**config.mk**
```make
export PLATFORM = sky130hd
export DESIGN_NAME = booth_r4_multiplier
export DESIGN_NICKNAME = d
export VERILOG_FILES = /design/src/rtl/booth_r4_multiplier.sv
export SDC_FILE = /design/constraint.sdc
export NUM_CORES = 1
export LEC_CHECK = 0
export ABC_CLOCK_PERIOD_IN_PS = 4600
export BUFFER_PORTS_ARGS = -buffer_cell sky130_fd_sc_hd__buf_2
export CAP_MARGIN = 20
export CELL_PAD_IN_SITES_DETAIL_PLACEMENT = 1
export CELL_PAD_IN_SITES_GLOBAL_PLACEMENT = 1
export CORE_MARGIN = 5
export CORE_UTILIZATION = 30
export DETAILED_ROUTE_END_ITERATION = 12
export GPL_TIMING_DRIVEN = 0
export PLACE_DENSITY_LB_ADDON = 0.1
export SLEW_MARGIN = 10
export SYNTH_ARGS = -nofsm -noshare
export SYNTH_HDL_FRONTEND = slang
export SYNTH_SLANG_ARGS = --single-unit
export TNS_END_PERCENT = 20
```
**constraint.sdc**
```tcl
create_clock -name clk -period 4.6 [get_ports clk]
set_input_delay 0.46 -clock clk [delete_from_list [all_inputs] [get_ports clk]]
set_output_delay 0.46 -clock clk [all_outputs]
set_load 0.005 [all_outputs]
```
**src/rtl/booth_r4_multiplier.sv**
```systemverilog
`default_nettype none
// ============================================================================
// Module      : booth_r4_multiplier
// Description : Sequential radix-4 Booth multiplier, signed/unsigned per
//               transaction, valid/ready handshakes, fixed latency.
// Revision    : 1.0 - initial release
// ============================================================================
module booth_r4_multiplier #(
   parameter int WIDTH = 16
) (
   input  logic               clk,
   input  logic               rst_n,
   input  logic               in_valid,
   output logic               in_ready,
   input  logic               signed_mode,
   input  logic [WIDTH-1:0]   multiplicand,
   input  logic [WIDTH-1:0]   multiplier,
   output logic               out_valid,
   input  logic               out_ready,
   output logic [2*WIDTH-1:0] product,
   output logic               busy
);

   localparam int N_ITER = WIDTH / 2 + 1;
   localparam int CW     = $clog2(N_ITER + 1);
   localparam logic [CW-1:0] C_N_ITER = CW'(N_ITER);
   localparam logic [CW-1:0] C_ONE    = CW'(1);

   localparam logic [1:0] S_IDLE = 2'd0;
   localparam logic [1:0] S_CALC = 2'd1;
   localparam logic [1:0] S_DONE = 2'd2;

   logic [1:0]           r_state;
   logic [CW-1:0]        r_count;
   logic [WIDTH+3:0]     r_a;
   logic [WIDTH+1:0]     r_q;
   logic                 r_qm1;
   logic [WIDTH+1:0]     r_m;
   logic [2*WIDTH-1:0]   r_product;

   logic [WIDTH+3:0]     w_m1;
   logic [WIDTH+3:0]     w_m2;
   logic [WIDTH+3:0]     w_addend;
   logic [WIDTH+3:0]     w_sum;
   logic [2*WIDTH+6:0]   w_shift;
   logic                 w_ext_m;
   logic                 w_ext_q;

   assign w_ext_m = signed_mode & multiplicand[WIDTH-1];
   assign w_ext_q = signed_mode & multiplier[WIDTH-1];

   assign w_m1 = {{2{r_m[WIDTH+1]}}, r_m};
   assign w_m2 = {r_m[WIDTH+1], r_m, 1'b0};

   always_comb begin
      w_addend = '0;
      case ({r_q[1:0], r_qm1})
         3'b001, 3'b010: w_addend = w_m1;
         3'b011:         w_addend = w_m2;
         3'b100:         w_addend = -w_m2;
         3'b101, 3'b110: w_addend = -w_m1;
         default:        w_addend = '0;
      endcase
   end

   assign w_sum   = r_a + w_addend;
   // Arithmetic shift of the whole {A,Q,q_m1} chain retires two multiplier bits.
   assign w_shift = $signed({w_sum, r_q, r_qm1}) >>> 2;

   always_ff @(posedge clk) begin
      if (!rst_n) begin
         r_state   <= S_IDLE;
         r_count   <= '0;
         r_a       <= '0;
         r_q       <= '0;
         r_qm1     <= 1'b0;
         r_m       <= '0;
         r_product <= '0;
      end else begin
         case (r_state)
            S_IDLE: begin
               if (in_valid) begin
                  r_m     <= {{2{w_ext_m}}, multiplicand};
                  r_q     <= {{2{w_ext_q}}, multiplier};
                  r_a     <= '0;
                  r_qm1   <= 1'b0;
                  r_count <= C_N_ITER;
                  r_state <= S_CALC;
               end
            end
            S_CALC: begin
               r_a     <= w_shift[2*WIDTH+6:WIDTH+3];
               r_q     <= w_shift[WIDTH+2:1];
               r_qm1   <= w_shift[0];
               r_count <= r_count - C_ONE;
               if (r_count == C_ONE) begin
                  r_product <= w_shift[2*WIDTH:1];
                  r_state   <= S_DONE;
               end
            end
            S_DONE: begin
               if (out_ready) begin
                  r_state <= S_IDLE;
               end
            end
            default: r_state <= S_IDLE;
         endcase
      end
   end

   assign in_ready  = (r_state == S_IDLE);
   assign out_valid = (r_state == S_DONE);
   assign busy      = (r_state == S_CALC);
   assign product   = r_product;

endmodule
`default_nettype wire

```
==> impl_summary.md, run 1 <==
Synth
Synthesis produced 725 cells. The post-synthesis average cell area is 7.588 µm². The number of nets handed over by synthesis was 785.

By area, the combinational part of the netlist is dominated by compound AO/OA/AOI/OAI gates. Counting flops with a built-in enable in the synthesized netlist gives 0. After synthesis, the cell types taking the most area are sky130_fd_sc_hd__dfxtp_1 33%, sky130_fd_sc_hd__nand2_1 11%, sky130_fd_sc_hd__a21oi_1 9.3%, sky130_fd_sc_hd__ha_1 5.0%, sky130_fd_sc_hd__xnor2_1 3.3%. The post-synthesis cell type count is 69. The share of synthesized area in the top cell type comes to 0.3348. For this run, the leading register cell type out of synthesis is sky130_fd_sc_hd__dfxtp_1.

The Yosys step of the flow raised 0 warnings. The part of the Yosys area used for sequential elements is 0.3348. The post-synthesis sequential element count is 92. Of the total synthesized cell area, the portion taken by AND, OR, NAND and NOR gates is 0.2349. The synthesized-area fraction occupied by xor and xnor cells is 0.04935. The synthesized-area fraction occupied by ao, oa, aoi and oai cells is 0.2522. The leading area contributor after synthesis is sky130_fd_sc_hd__dfxtp_1. In the synthesized netlist the async set-or-reset flop fraction comes to 0. The multiplexer fraction of the synthesized cell area is 0.02115. The synthesized netlist occupies a cell area of 0.005502 mm². The adder and majority gate portion of the synthesized area is 0.05367.

Floorplanning
The initial utilization of the core area, before any placement, comes to 0.3052. After floorplanning, the core was divided into 49 placement rows. The horizontal die dimension is 145.4 µm. The die area is 0.02115 mm². From bottom edge to top edge, the die measures 145.4 µm.

72 I/O pins were placed. After floorplanning, the core was sized to cover 0.01802 mm².

Power
VDD sags by at most 0.1973 mV. The cell leakage power is 2.533 nW. Power spread over the standard cell area amounts to 342.3 mW/mm².

STA
Based on the critical path, the design can be clocked at up to 0.2399 GHz. The count of endpoints failing hold in the final timing report came to 0. The transition time at the pin with the least slew margin is 695.9 ps. The number of slew-limit violations in the final report is 0. The final worst clock skew is 10.73 ps. The final hold slack is 341.6 ps. Dividing the final minimum period by the clock period gives 0.9063. The worst slew margin relative to its limit is 0.5360. The final total negative setup slack is 0 ps. Setup repair after global routing left no endpoint under its margin. The count of final setup violators is 0. The worst path needs 4169 ps of the cycle, external delays included.

GRT
The first-pass GRT wire length is 30,660 µm. The number of global-route vias before repair came to 5,791. Entering global routing, the biggest net connects 18 pins. The global routing usage summed across all routing layers is 0.1785. The total grt overflow is 0. The number of antenna violations at the first check in global routing is 0.

Placed design
The HPWL after detailed placement is 14,880 µm. At the end of routability-driven placement, the weighted congestion stood at 0.8840. Once placement finished, the instance area stood at 0.006148 mm². The count of buffers added on input and output ports is 71.

Clocking
The depth of the CTS H-tree is 3. TritonCTS built the clock tree. The number of setup buffers added after CTS is 0. The number of cells upsized or downsized after cts is 0. The clock reaches the later pin of the worst-skew pair after 350 ps. In this run, post-CTS hold repair placed 0 buffers. The total number of clock tree sinks is 92. The CTS clock-pin slew for the worst setup and hold paths is 70 ps. The TritonCTS buffer count is 9.

The root cell of the clock tree is sky130_fd_sc_hd__clkbuf_16. No sink is reached through more buffers than the 2 on the longest clock path.

Setup path
In this run the critical register-to-register path is launched from r_q[0]. Walking the worst path, the cells encountered are clkbuf_1 > nor2b_1 > nand2_1 > a21boi_0 > o22a_1 > fa_1 > and2b_1 > o2111ai_1 > a211oi_2 > o21bai_1 > a21oi_1 > nor3_1 > o31ai_1. The startpoint kind of the worst setup timing path is a flop.

For this design, the slowest cell found on the critical path is sky130_fd_sc_hd__nor2b_1. The category of the critical setup timing path is flop to flop. The largest incremental delay on the critical path is 530 ps.

The signal arrival time at the worst endpoint is 4430 ps. The required time of the worst setup path is 4860 ps. In this run the worst path has a maximum fanout of 10. In this run the worst setup path begins at r_q[0]. The number of buffers and inverters on the critical path is 1. The endpoint kind of the worst setup timing path is a flop. The family with the most delay on the worst path is compound AO/OA/AOI/OAI gates.

Worst hold path
The start point of the worst min-delay path is multiplicand[2]. The worst hold path belongs to the class input pin to flop.

Detailed routing
In this run, the number of DRC markers left after iteration 0 of detailed routing was 240. After detailed routing, the average wire length per cell comes to 18.36 µm. For this run, design rule violations remaining after detail routing come to 0. The residual antenna-violating net count after detailed routing is 0. The number of search-and-repair iterations in the first detailed-routing pass is 4. The final routed wirelength across all metal layers is 19,130 µm.

Detailed routing inserted a total of 5,469 vias. The via count normalized by instance count is 5.249.

Final layout
The signed area change from the synthesized netlist to the final layout is 17.74%. In the final layout, the share of cells above drive strength 1 is 0.1538. The number of nets at the end of the flow is 868.

Once layout is done, the placed cells without fillers occupy 0.006477 mm². The repair_antennas step left the layout with diodes totalling 0. In the layout the commonest cells are 162 x sky130_fd_sc_hd__nand2_1, 102 x sky130_fd_sc_hd__a21oi_1, 92 x sky130_fd_sc_hd__dfxtp_1, 83 x sky130_fd_sc_hd__buf_2, 45 x sky130_fd_sc_hd__nor2_1. The library cell used most frequently in the layout, excluding fill and tap cells, is sky130_fd_sc_hd__nand2_1.

Run
The max-cap violation count is 0.

Run status
The flow ran to the end, and the final reports show no timing, DRC or antenna violations.
## final timing paths
path	slack, ps	to	cells after the start
setup / recovery	430	r_a[16]	13
hold / removal	340	r_m[2]	3
setup reg to reg	430	r_a[16]	13
hold reg to reg	450	product[3]	2
## through the flow
stage / utilization / total power [W] / cells / worst slack (ps)
after detailed placement: 0.3411 / 0.001401 / 1026 / 437.7
after floorplan: - / 0.001236 / 725 / 1196
after CTS: 0.3594 / 0.002251 / 1042 / 400.8
final: 0.3594 / 0.002217 / 1042 / 431.2
after global routing: 0.3594 / 0.002334 / 1042 / 106.7
after global placement: 0.3408 / 0.001389 / 1025 / 476.8
## sequential cells by signal, summed over array words and instances (netlist names)
register and cells:
r_state 2, r_a 18, r_m 17, r_count 4
r_qm1 1, r_q 18, product 32
## cell families after synthesis
| logic type | count (synthesis) |
|---|---|
| buffers and inverters | 67 |
| adder cells (fa/ha/maj) | 23 |
| XOR/XNOR | 31 |
| AO/OA/AOI/OAI | 222 |
| multiplexers | 10 |
| AND/OR/NAND/NOR | 280 |
| flip-flops | 92 |
## power breakdown
group          switching, W  total [W]  internal [W]  leakage [nW]
registers         0.0000342   0.000870      0.000836         0.748
clock network      0.000354   0.000838      0.000485         0.155
logic              0.000327   0.000509      0.000182          1.63
total              0.000715    0.00222       0.00150          2.53
## worst min-delay path: stages
cell	delay, ps
sky130_fd_sc_hd__buf_2	100
sky130_fd_sc_hd__nand2_1	40
sky130_fd_sc_hd__a21oi_1	50
## synth_stat cells (all sizes together), types with 3 or more instances
cell / instances
ha: 22
mux2i: 6
a21oi: 102
nand2b: 5
o211ai: 5
xor2: 10
nor3: 9
a221oi: 5
a22oi: 17
nor4: 7
a21o: 9
clkbuf: 33
or4: 3
clkinv: 3
nand4: 4
nand2: 162
inv: 11
nor2: 45
o21ai: 36
a311oi: 5
dfxtp: 92
o31ai: 3
a31oi: 10
mux2: 3
nand3: 24
a211oi: 6
nor2b: 8
o21a: 4
and2: 5
buf: 20
xnor2: 21
## routing by layer
metal,vias up,part of all wire,GRT usage
li1,2717,-,-
met3,7,0.032,0.02896
met5,-,0,0
met1,2669,0.46,0.2251
met2,76,0.50,0.3213
met4,0,0.0061,0.03638
## final cells by class
class                      count  area, µm²
fill                        2283      11550
multi-input combinational    566       3363
sequential                    92       1842
timing repair buffer          72      360.3
tap                          229      286.5
buffer                        53      244.0
clock buffer                   9      225.2
clock inverter                 7      103.9
inverter                      14      52.55
(Power assumes the default switching activity.)
==> run 2, diff against run 1 <==
- GPL_TIMING_DRIVEN: 0 -> unset
- SKIP_CTS_REPAIR_TIMING: unset -> 1
==> run 2 against run 1 <==
Net effect:
- critical path depth increased by 3
- design area fell by 2.5%
- setup slack gained 200 ps
- fmax is 5.1% higher
- sequential share of layout area up 0.74 points
- sequential power increased by 2%
- largest cell class unchanged
- largest power group unchanged
==> impl_summary.md, run 2 (synthesis gave the netlist of run 1 again) <==
Run
The max-cap violation count is 0 (unchanged).

GRT
The global routing usage summed across all routing layers came to 0.1669 (-0.01160). The first-pass GRT wire length is 29,350 µm (-4.3%). The total grt overflow came to 0 (unchanged).

The number of global-route vias before repair is 5,695 (-1.7%). The number of antenna violations at the first check in global routing is 0 (unchanged). The pin count of the biggest net entering global routing was 80 (+62).

Clocking
The maximum number of buffers from clock root to sink is 2 (unchanged). The total number of clock tree sinks is 92 (unchanged). The clock tree from TritonCTS is yes. The root cell of the clock tree is sky130_fd_sc_hd__clkbuf_16. The depth of the CTS H-tree is 3 (unchanged).

The TritonCTS buffer count is 9 (unchanged). The clock insertion delay at the later pin of the skew report is 360 ps (about the same). The CTS clock-pin slew for the worst setup and hold paths is 70 ps (about the same).

Power
The total power density per cell area was 334.4 mW/mm² (-2.3%). The cell leakage power was 2.481 nW (-2.1%). The worst-case vdd ir drop is 0.1789 mV (-9.3%).

Detailed routing
The residual antenna-violating net count after detailed routing is 0 (unchanged). The remaining routing DRC violations is 0 (unchanged). The number of design-rule violations left by the first detailed-router iteration is 209 (-13%). The average wire per standard cell is 17.43 µm (-5.1%). The number of search-and-repair iterations in the first detailed-routing pass came to 4 (unchanged). The via count normalized by instance count came to 5.321 (+1.4%). The via count is 5,348 (-2.2%). The final routed wirelength across all metal layers is 17,510 µm (-8.4%).

Final layout
The layout filler cell count was 2,262 (-0.92%). The flip-flop count of the largest register, all copies and words added is 32 (unchanged). Leaving out fill and tap cells, the most frequent cell in the layout is sky130_fd_sc_hd__nand2_1.

In the layout the commonest cells are 162 x sky130_fd_sc_hd__nand2_1, 102 x sky130_fd_sc_hd__a21oi_1, 92 x sky130_fd_sc_hd__dfxtp_1, 72 x sky130_fd_sc_hd__buf_2, 45 x sky130_fd_sc_hd__nor2_1. The number of antenna cells inserted is 0 (unchanged). The sequential standard cell area was 0.001842 mm² (unchanged).

The fraction of layout cells with a size suffix above 1 is 0.1624 (+0.008620). The area occupied by multi-input gates was 0.003363 mm² (unchanged). The number of nets at the end of the flow was 831 (-4.3%). The utilization after layout is 0.3502 (-0.009163). Relative to the synthesized area, the layout overhead comes to 14.74%.

STA
The number of slew-limit violations in the final report is 0 (unchanged). The count of final setup violators is 0 (unchanged). The transition time at the pin with the least slew margin is 913.8 ps (+217.8 ps). The final worst clock skew came to 8.173 ps (-2.558 ps). The maximum clock rate is 0.2522 GHz (+5.1%). The count of endpoints failing hold in the final timing report came to 0 (unchanged). The part of the cycle the worst path needs is 0.8620 (-0.04421). Setup repair after global routing left no endpoint under its margin. The final hold slack is 335.1 ps (-6.509 ps).

The final total negative setup slack is 0 ps (unchanged). The worst slew margin relative to its limit is 0.3908 (-0.1452). The time the worst path needs with I/O delays and setup is 3965 ps (-203.3 ps).

Floorplanning
The number of ports placed on the die boundary was 72 (unchanged). The height of the die is 145.4 µm (unchanged). The core outline area came to 0.01802 mm² (unchanged). The total number of placement rows was 49 (unchanged). The effective utilization at floorplan was 0.3052 (unchanged). The die area is 0.02115 mm² (unchanged). The horizontal die dimension is 145.4 µm (unchanged).

Setup path
The required time of the worst setup path is 4890 ps (+30 ps). The worst flop-to-flop path startpoint is r_m[0]. The worst-path maximum fanout is 9 (-1). The critical path is of the flop to flop type. The signal arrival time at the worst endpoint came to 4250 ps (-180 ps). STA classifies the critical path endpoint as a flop. Tracing the worst setup path back leads to its startpoint at r_m[0]. The startpoint kind of the worst setup timing path is a flop.

Placed design
The number of port buffers came to 71 (unchanged). The total half-perimeter wirelength after legalization and detailed placement is 12,840 µm (-14%). The placer congestion estimate came to 0.8432 (-4.6%).

Run status
The flow ran to the end, and the final reports show no timing, DRC or antenna violations.

Worst hold path
In this run the worst hold path is classified as input pin to flop. The startpoint identified for the worst hold timing path is multiplicand[8].
run 2: worst paths after layout:
| check | depth (start not counted) | slack (ps) | endpoint |
|---|---|---|---|
| worst max register to register | 16 | 630 | r_a[18] |
| worst max-delay path | 16 | 630 | r_a[18] |
| worst min-delay path | 3 | 340 | r_m[8] |
| worst min register to register | 2 | 450 | product[25] |
run 2: worst max-delay path, cell delays in order (launching register included):
cell                        delay (ps)
sky130_fd_sc_hd__dfxtp_1           360
sky130_fd_sc_hd__inv_1             130
sky130_fd_sc_hd__ha_1              210
sky130_fd_sc_hd__nor3b_2           380
sky130_fd_sc_hd__nand4b_1          300
sky130_fd_sc_hd__nor4_1            400
sky130_fd_sc_hd__nor3_1             80
sky130_fd_sc_hd__nor3_1            200
sky130_fd_sc_hd__o32ai_1           150
sky130_fd_sc_hd__ha_1              460
sky130_fd_sc_hd__nand2_1           110
sky130_fd_sc_hd__o211ai_1          160
sky130_fd_sc_hd__inv_1              80
sky130_fd_sc_hd__a2111oi_2         450
sky130_fd_sc_hd__o211ai_2          120
sky130_fd_sc_hd__a21o_1            170
sky130_fd_sc_hd__mux2i_1           120
run 2: layout make-up:
class / instances / share of cell area
multi-input combinational: 566 / 0.5328
sequential: 92 / 0.2918
timing repair buffer: 88 / 0.07612
tap: 229 / 0.04539
clock buffer: 9 / 0.03568
clock inverter: 7 / 0.009911
inverter: 14 / 0.008325
run 2: per-layer routing:
layer / share of wire / vias to the layer above / GRT usage
met3: 0.033 / 14 / 0.03488
li1: - / 2645 / -
met2: 0.50 / 73 / 0.2936
met1: 0.45 / 2616 / 0.2079
met4: 0.015 / 0 / 0.04244
met5: 0 / - / 0
run 2: stage by stage:
step / power (W) / std cells / setup WS, ps / area, µm²
4_1_cts: 0.002149 / 1004 / 619.6 / 6307
3_3_place_gp: 0.001367 / 988 / 801.3 / 6020
3_5_place_dp: 0.001377 / 988 / 642.4 / 6020
6_report: 0.002111 / 1005 / 634.6 / 6312
5_1_grt: 0.002241 / 1005 / 245.3 / 6312
2_1_floorplan: 0.001236 / 725 / 1196 / 5502
run 2: power breakdown:
group | internal, W | switching [W] | total [W]
combinational | 0.000176 | 0.000291 | 0.000468
clock | 0.000382 | 0.000377 | 0.000759
sequential | 0.000836 | 0.0000485 | 0.000884
total | 0.00139 | 0.000717 | 0.00211
